--- config.mk ---
export PLATFORM = sky130hd
export DESIGN_NAME = cpu_bus_seq
export DESIGN_NICKNAME = d
export VERILOG_FILES = /design/src/rtl/cpu_bus_seq.sv
export SDC_FILE = /design/constraint.sdc
export NUM_CORES = 1
export LEC_CHECK = 0
export ABC_AREA = 1
export CAP_MARGIN = 10
export CORE_ASPECT_RATIO = 0.5
export CORE_MARGIN = 2
export CORE_UTILIZATION = 40
export CTS_CLUSTER_SIZE = 24
export DETAILED_ROUTE_END_ITERATION = 8
export MAX_ROUTING_LAYER = met4
export PLACE_DENSITY_LB_ADDON = 0.12
export SYNTH_ARGS = -nofsm -noshare
export SYNTH_HDL_FRONTEND = slang
export SYNTH_SLANG_ARGS = --single-unit
--- constraint.sdc ---
create_clock -name clk -period 2.5 [get_ports clk]
set_clock_uncertainty 0.15 [all_clocks]
set_input_delay 0.5 -clock clk [delete_from_list [all_inputs] [get_ports clk]]
set_output_delay 0.5 -clock clk [all_outputs]
set_load 0.02 [all_outputs]
--- src/rtl/cpu_bus_seq.sv ---
// M-cycle bus sequencer: runs one bus op per T_PER_M T-states, stretching on mem_ready with timeout.
// Opcodes: 0 IDLE, 1 IF, 2 WRITE, 3 READ, 4 IF_CB; unlisted codes run as IDLE.
module cpu_bus_seq #(
   parameter int unsigned ADDR_W   = 16,
   parameter int unsigned DATA_W   = 8,
   parameter int unsigned T_PER_M  = 4,
   parameter int unsigned MAX_WAIT = 15
) (
   input  logic                       clk,
   input  logic                       rst,
   input  logic                       req_valid,
   output logic                       req_ready,
   input  logic [2:0]                 req_op,
   input  logic [ADDR_W-1:0]          req_addr,
   input  logic [DATA_W-1:0]          req_wdata,
   output logic                       rsp_valid,
   output logic [DATA_W-1:0]          rsp_rdata,
   output logic [2:0]                 rsp_op,
   output logic                       rsp_timeout,
   output logic [ADDR_W-1:0]          mem_addr,
   output logic [DATA_W-1:0]          mem_wdata,
   output logic                       mem_rd,
   output logic                       mem_wr,
   input  logic [DATA_W-1:0]          mem_rdata,
   input  logic                       mem_ready,
   output logic [$clog2(T_PER_M)-1:0] t_state,
   output logic                       m_start
);

   localparam int unsigned TW = $clog2(T_PER_M);
   localparam int unsigned WW = $clog2(MAX_WAIT + 1);
   localparam logic [TW-1:0] T_LAST = TW'(T_PER_M - 1);
   localparam logic [TW-1:0] T_DEC  = TW'(T_PER_M - 2);
   localparam logic [WW-1:0] W_LIM  = WW'(MAX_WAIT - 1);

   localparam logic [2:0] OP_IF    = 3'd1;
   localparam logic [2:0] OP_WRITE = 3'd2;
   localparam logic [2:0] OP_READ  = 3'd3;
   localparam logic [2:0] OP_IF_CB = 3'd4;

   typedef enum logic [2:0] {S_IDLE, S_ADDR, S_STRB, S_WAIT, S_LAST} state_t;

   state_t            state_q, state_d;
   logic [TW-1:0]     t_q, t_d;
   logic [WW-1:0]     wait_q;
   logic [2:0]        op_q;
   logic [ADDR_W-1:0] mem_addr_q;
   logic [DATA_W-1:0] mem_wdata_q;
   logic              mem_rd_q, mem_wr_q;
   logic              rsp_valid_q, rsp_timeout_q;
   logic [DATA_W-1:0] rsp_rdata_q;
   logic [2:0]        rsp_op_q;
   logic              m_start_q;
   logic              accept, is_rd, is_wr, done, timeout;

   always_comb begin
      req_ready = (t_q == T_LAST) && ((state_q == S_IDLE) || (state_q == S_LAST));
      accept    = req_valid && req_ready;
      is_rd     = (op_q == OP_IF) || (op_q == OP_READ) || (op_q == OP_IF_CB);
      is_wr     = (op_q == OP_WRITE);
      timeout   = (state_q == S_WAIT) && !mem_ready && (wait_q == W_LIM);
      state_d   = state_q;
      case (state_q)
         S_IDLE:  if (accept) state_d = S_ADDR;
         S_ADDR:  state_d = S_STRB;
         // Only ops that drive a strobe may be stretched.
         S_STRB:  if (t_q == T_DEC)
                     state_d = (mem_ready || !(is_rd || is_wr)) ? S_LAST : S_WAIT;
         S_WAIT:  if (mem_ready || (wait_q == W_LIM)) state_d = S_LAST;
         S_LAST:  state_d = accept ? S_ADDR : S_IDLE;
         default: state_d = S_IDLE;
      endcase
      done = ((state_q == S_STRB) || (state_q == S_WAIT)) && (state_d == S_LAST);
      if (state_d == S_WAIT)
         t_d = t_q;
      else
         t_d = (t_q == T_LAST) ? '0 : t_q + TW'(1);
   end

   always_ff @(posedge clk or posedge rst) begin
      if (rst) begin
         state_q       <= S_IDLE;
         t_q           <= '0;
         wait_q        <= '0;
         op_q          <= '0;
         mem_addr_q    <= '0;
         mem_wdata_q   <= '0;
         mem_rd_q      <= 1'b0;
         mem_wr_q      <= 1'b0;
         rsp_valid_q   <= 1'b0;
         rsp_timeout_q <= 1'b0;
         rsp_rdata_q   <= '0;
         rsp_op_q      <= '0;
         m_start_q     <= 1'b0;
      end else begin
         state_q       <= state_d;
         t_q           <= t_d;
         m_start_q     <= (t_d == '0) && (state_d != S_WAIT);
         wait_q        <= ((state_q == S_WAIT) && (state_d == S_WAIT)) ? wait_q + WW'(1) : '0;
         mem_rd_q      <= ((state_d == S_STRB) || (state_d == S_WAIT)) && is_rd;
         mem_wr_q      <= ((state_d == S_STRB) || (state_d == S_WAIT)) && is_wr;
         rsp_valid_q   <= done;
         rsp_timeout_q <= done && timeout;
         if (accept) begin
            op_q        <= req_op;
            mem_addr_q  <= req_addr;
            mem_wdata_q <= req_wdata;
         end
         if (done) begin
            rsp_op_q <= op_q;
            if (timeout)
               rsp_rdata_q <= '1;
            else if (is_rd)
               rsp_rdata_q <= mem_rdata;
            else
               rsp_rdata_q <= '0;
         end
      end
   end

   assign rsp_valid   = rsp_valid_q;
   assign rsp_rdata   = rsp_rdata_q;
   assign rsp_op      = rsp_op_q;
   assign rsp_timeout = rsp_timeout_q;
   assign mem_addr    = mem_addr_q;
   assign mem_wdata   = mem_wdata_q;
   assign mem_rd      = mem_rd_q;
   assign mem_wr      = mem_wr_q;
   assign t_state     = t_q;
   assign m_start     = m_start_q;

endmodule

==> summary.md <==
| Metric | Value |
|---|---|
| Worst path bufs/invs | 2 |
| Maximum level of the CTS H-tree | 2 |
| Initial Utilization | 0.412 |
| RR Endpoint | rsp_rdata[5] |
| #FFs+latches synth | 52 |
| Nets | 386 |
| Worst r2r path cells | 8 |
| Register area share after synthesis | 0.580 |
| Worst endpoint required time | 1850 ps |
| TritonCTS clock tree | built |
| # setup viols final | 0 |
| Row cnt | 19 |
| Pleak | 1.62 nW |
| I/O Buffers | 81 |
| IO Count | 82 |
| Mapped cell area | 2240 um2 |
| Final worst slack | 156 ps |
| CP max FO | 5 |
| WS Path Type | reg -> out |
| Multi-input gate area | 781 um2 |
| Critical-path cell list | ha_1, inv_1, nor2_1, clkdlybuf4s50_1 |
| Total track usage | 0.176 |
| Final Hold Vio Count | 0 |
| Max-cap violations | 0 |
| DIE HEIGHT | 56.9 um |
| Initial antenna violation count | 0 |
| Synthesis warning total | 0 |
| Hold depth | 2 |
| Setup TNS Final | 0 ps |
| Crit path DAT | 1690 ps |
| Via density | 4.51 |
| Total number of vias | 1881 |
| First-pass GRT wire length | 8270 um |
| Crit-path slowest cell | clkdlybuf4s50_1 |
| Syn-to-layout area delta | 43.1% |
| Initial drt markers | 67 |
| Pre-CTS setup slack | 464 ps |
| WHS | 324 ps |
| Outcome | complete, no violations |
| Fill cells | 500 |
| FF+latch area | 1300 um2 |
| Worst min path class | reg -> reg |
| Commonest non-fill, non-tap cell in the layout | nand2_1 |
| DRT Wirelength | 4860 um |
| Pwr per Cell Area | 1160 nW/um2 |
| Grt ovf | 0 |
| DR pass1 iterations | 4 |
| CP endpoint kind | output pin |
| Max-slew headroom | 0.737 |
| Worst R2R Setup Slack | 810 ps |
| Least-Margin Pin Slew | 393 ps |
| Tot Pwr | 3.72 mW |
| Hold Crit Start | mem_addr[7] |
| DRC | 0 |
| Worst skew pair latency | 300 ps |
| RSZ-0062 raised after global routing | no |
| Sink Count | 52 |
| Routed length per instance | 11.7 um |
| Synth Instances | 260 |
| DPL Wire Length | 3550 um |
| Vias in the first global route | 1883 |
| Antenna viol nets, final | 0 |
| TritonCTS Buffers | 5 |
| Final min period | 2340 ps |
| Clock Path Buffers | 2 |
| Post-Syn Area per Cell | 8.62 um2 |
| Hold buffer count at cts | 0 |
| Worst-path clk slew | 90 ps |
| Peak per-stage delay on the critical path | 610 ps |
| Post-CTS sizing | 0 |
| Core Box Area | 5440 um2 |
| VDD IR max | 0.000609 V |
| Root Buffer Master | clkbuf_8 |
| Share of cells above drive strength 1 | 0.0727 |
| Post-CTS Setup Inserts | 0 |
| Most frequent cells in the layout | nand2_1, clkdlybuf4s50_1, dfrtp_1, nand3_1, inv_1 |
| Fmax | 427 MHz |
| Syn_nets | 303 |
| CP top delay family | buffers and inverters |
| Diodes inserted | 0 |
| Worst r2r src | wait_q[0] |
| Crit share post-route | 0.937 |
| Cell variety after synth | 20 |
| Die W | 110 um |
| DIE AREA | 6260 um2 |
| Hold Path End | mem_addr[7] |
| Pins Over Slew Limit | 0 |
| Largest net degree at the start of global routing | 53 |
| Worst setup SP type | flop |
| RePlAce Congestion | 0.723 |
[worst max-delay path by stage]
stage / start / to / slack (ps) / depth (start not counted)
after floorplan: rst / m_start / 590 / 1
after global placement: t_state[0] / req_ready / 470 / 4
after detailed placement: mem_ready / rsp_rdata[5] / 460 / 7
after CTS: t_state[0] / req_ready / 120 / 4
after global routing: t_state[0] / req_ready / 30 / 4
final: t_state[0] / req_ready / 160 / 4
[kinds of logic (layout without fill, tap and decap cells)]
group / Yosys count / in the layout / synth area share
flip-flops: 52 / 52 / 0.580
buffers and inverters: 34 / 118 / 0.0714
AND/OR/NAND/NOR: 158 / 158 / 0.296
AO/OA/AOI/OAI: 10 / 10 / 0.0223
XOR/XNOR: 2 / 2 / 0.00781
adder cells (fa/ha/maj): 4 / 4 / 0.0223
[power breakdown]
group / switching [mW] / internal [mW] / total [mW]
Clock: 0.267 / 0.200 / 0.467
Sequential: 0.221 / 1.19 / 1.41
Combinational: 1.02 / 0.832 / 1.85
[synth_stat cells, drive strengths merged]
cell type / instances / share of area
o21ai: 10 / 0.022
nand3: 22 / 0.049
nor2: 16 / 0.032
inv: 25 / 0.042
buf: 8 / 0.027
nand2: 118 / 0.20
xnor2: 1 / 0.0039
and2: 1 / 0.0028
nor3: 1 / 0.0073
dfrtp: 52 / 0.58
clkbuf: 1 / 0.0022
xor2: 1 / 0.0039
ha: 4 / 0.022
[final cells by class]
cell class              instances  area share
repair buffers                 85       0.266
clock buffers                   6      0.0226
flip-flops and latches         52       0.405
multi-input cells             174       0.243
clock inverters                 2     0.00507
well taps                      73      0.0285
inverters                      25      0.0292
[metrics by stage]
stage	cells	utilization	area, um2
final	417	0.590	3210
after global routing	417	0.590	3210
after CTS	417	0.590	3210
after detailed placement	409	0.573	3120
after global placement	409	0.573	3120
after floorplan	260	-	2240
[state kept, by name (all words and copies together), names as in the netlist]
name	cells
mem_addr	16
mem_wdata	8
rsp_rdata	8
wait_q	4
op_q	3
rsp_op	3
state_q	3
t_state	2
m_start	1
mem_rd	1
mem_wr	1
rsp_timeout	1
rsp_valid	1
[worst register-to-register path: stages (launching register included)]
cell and delay, ps:
dfrtp_1 420, inv_1 70, ha_1 140, nand3_1 100
nand2_1 100, nand3_1 230, nand2_2 290, nand2_1 90
nand2_1 70
[routing by layer]
layer  track usage  vias up  routed length (um)
li1              -      951                   -
met1         0.236      870                2260
met2         0.255       58                2230
met3        0.0514        2                 341
met4        0.0651        0                  38
met5             -        -                   0
(Power assumes the default switching activity.)
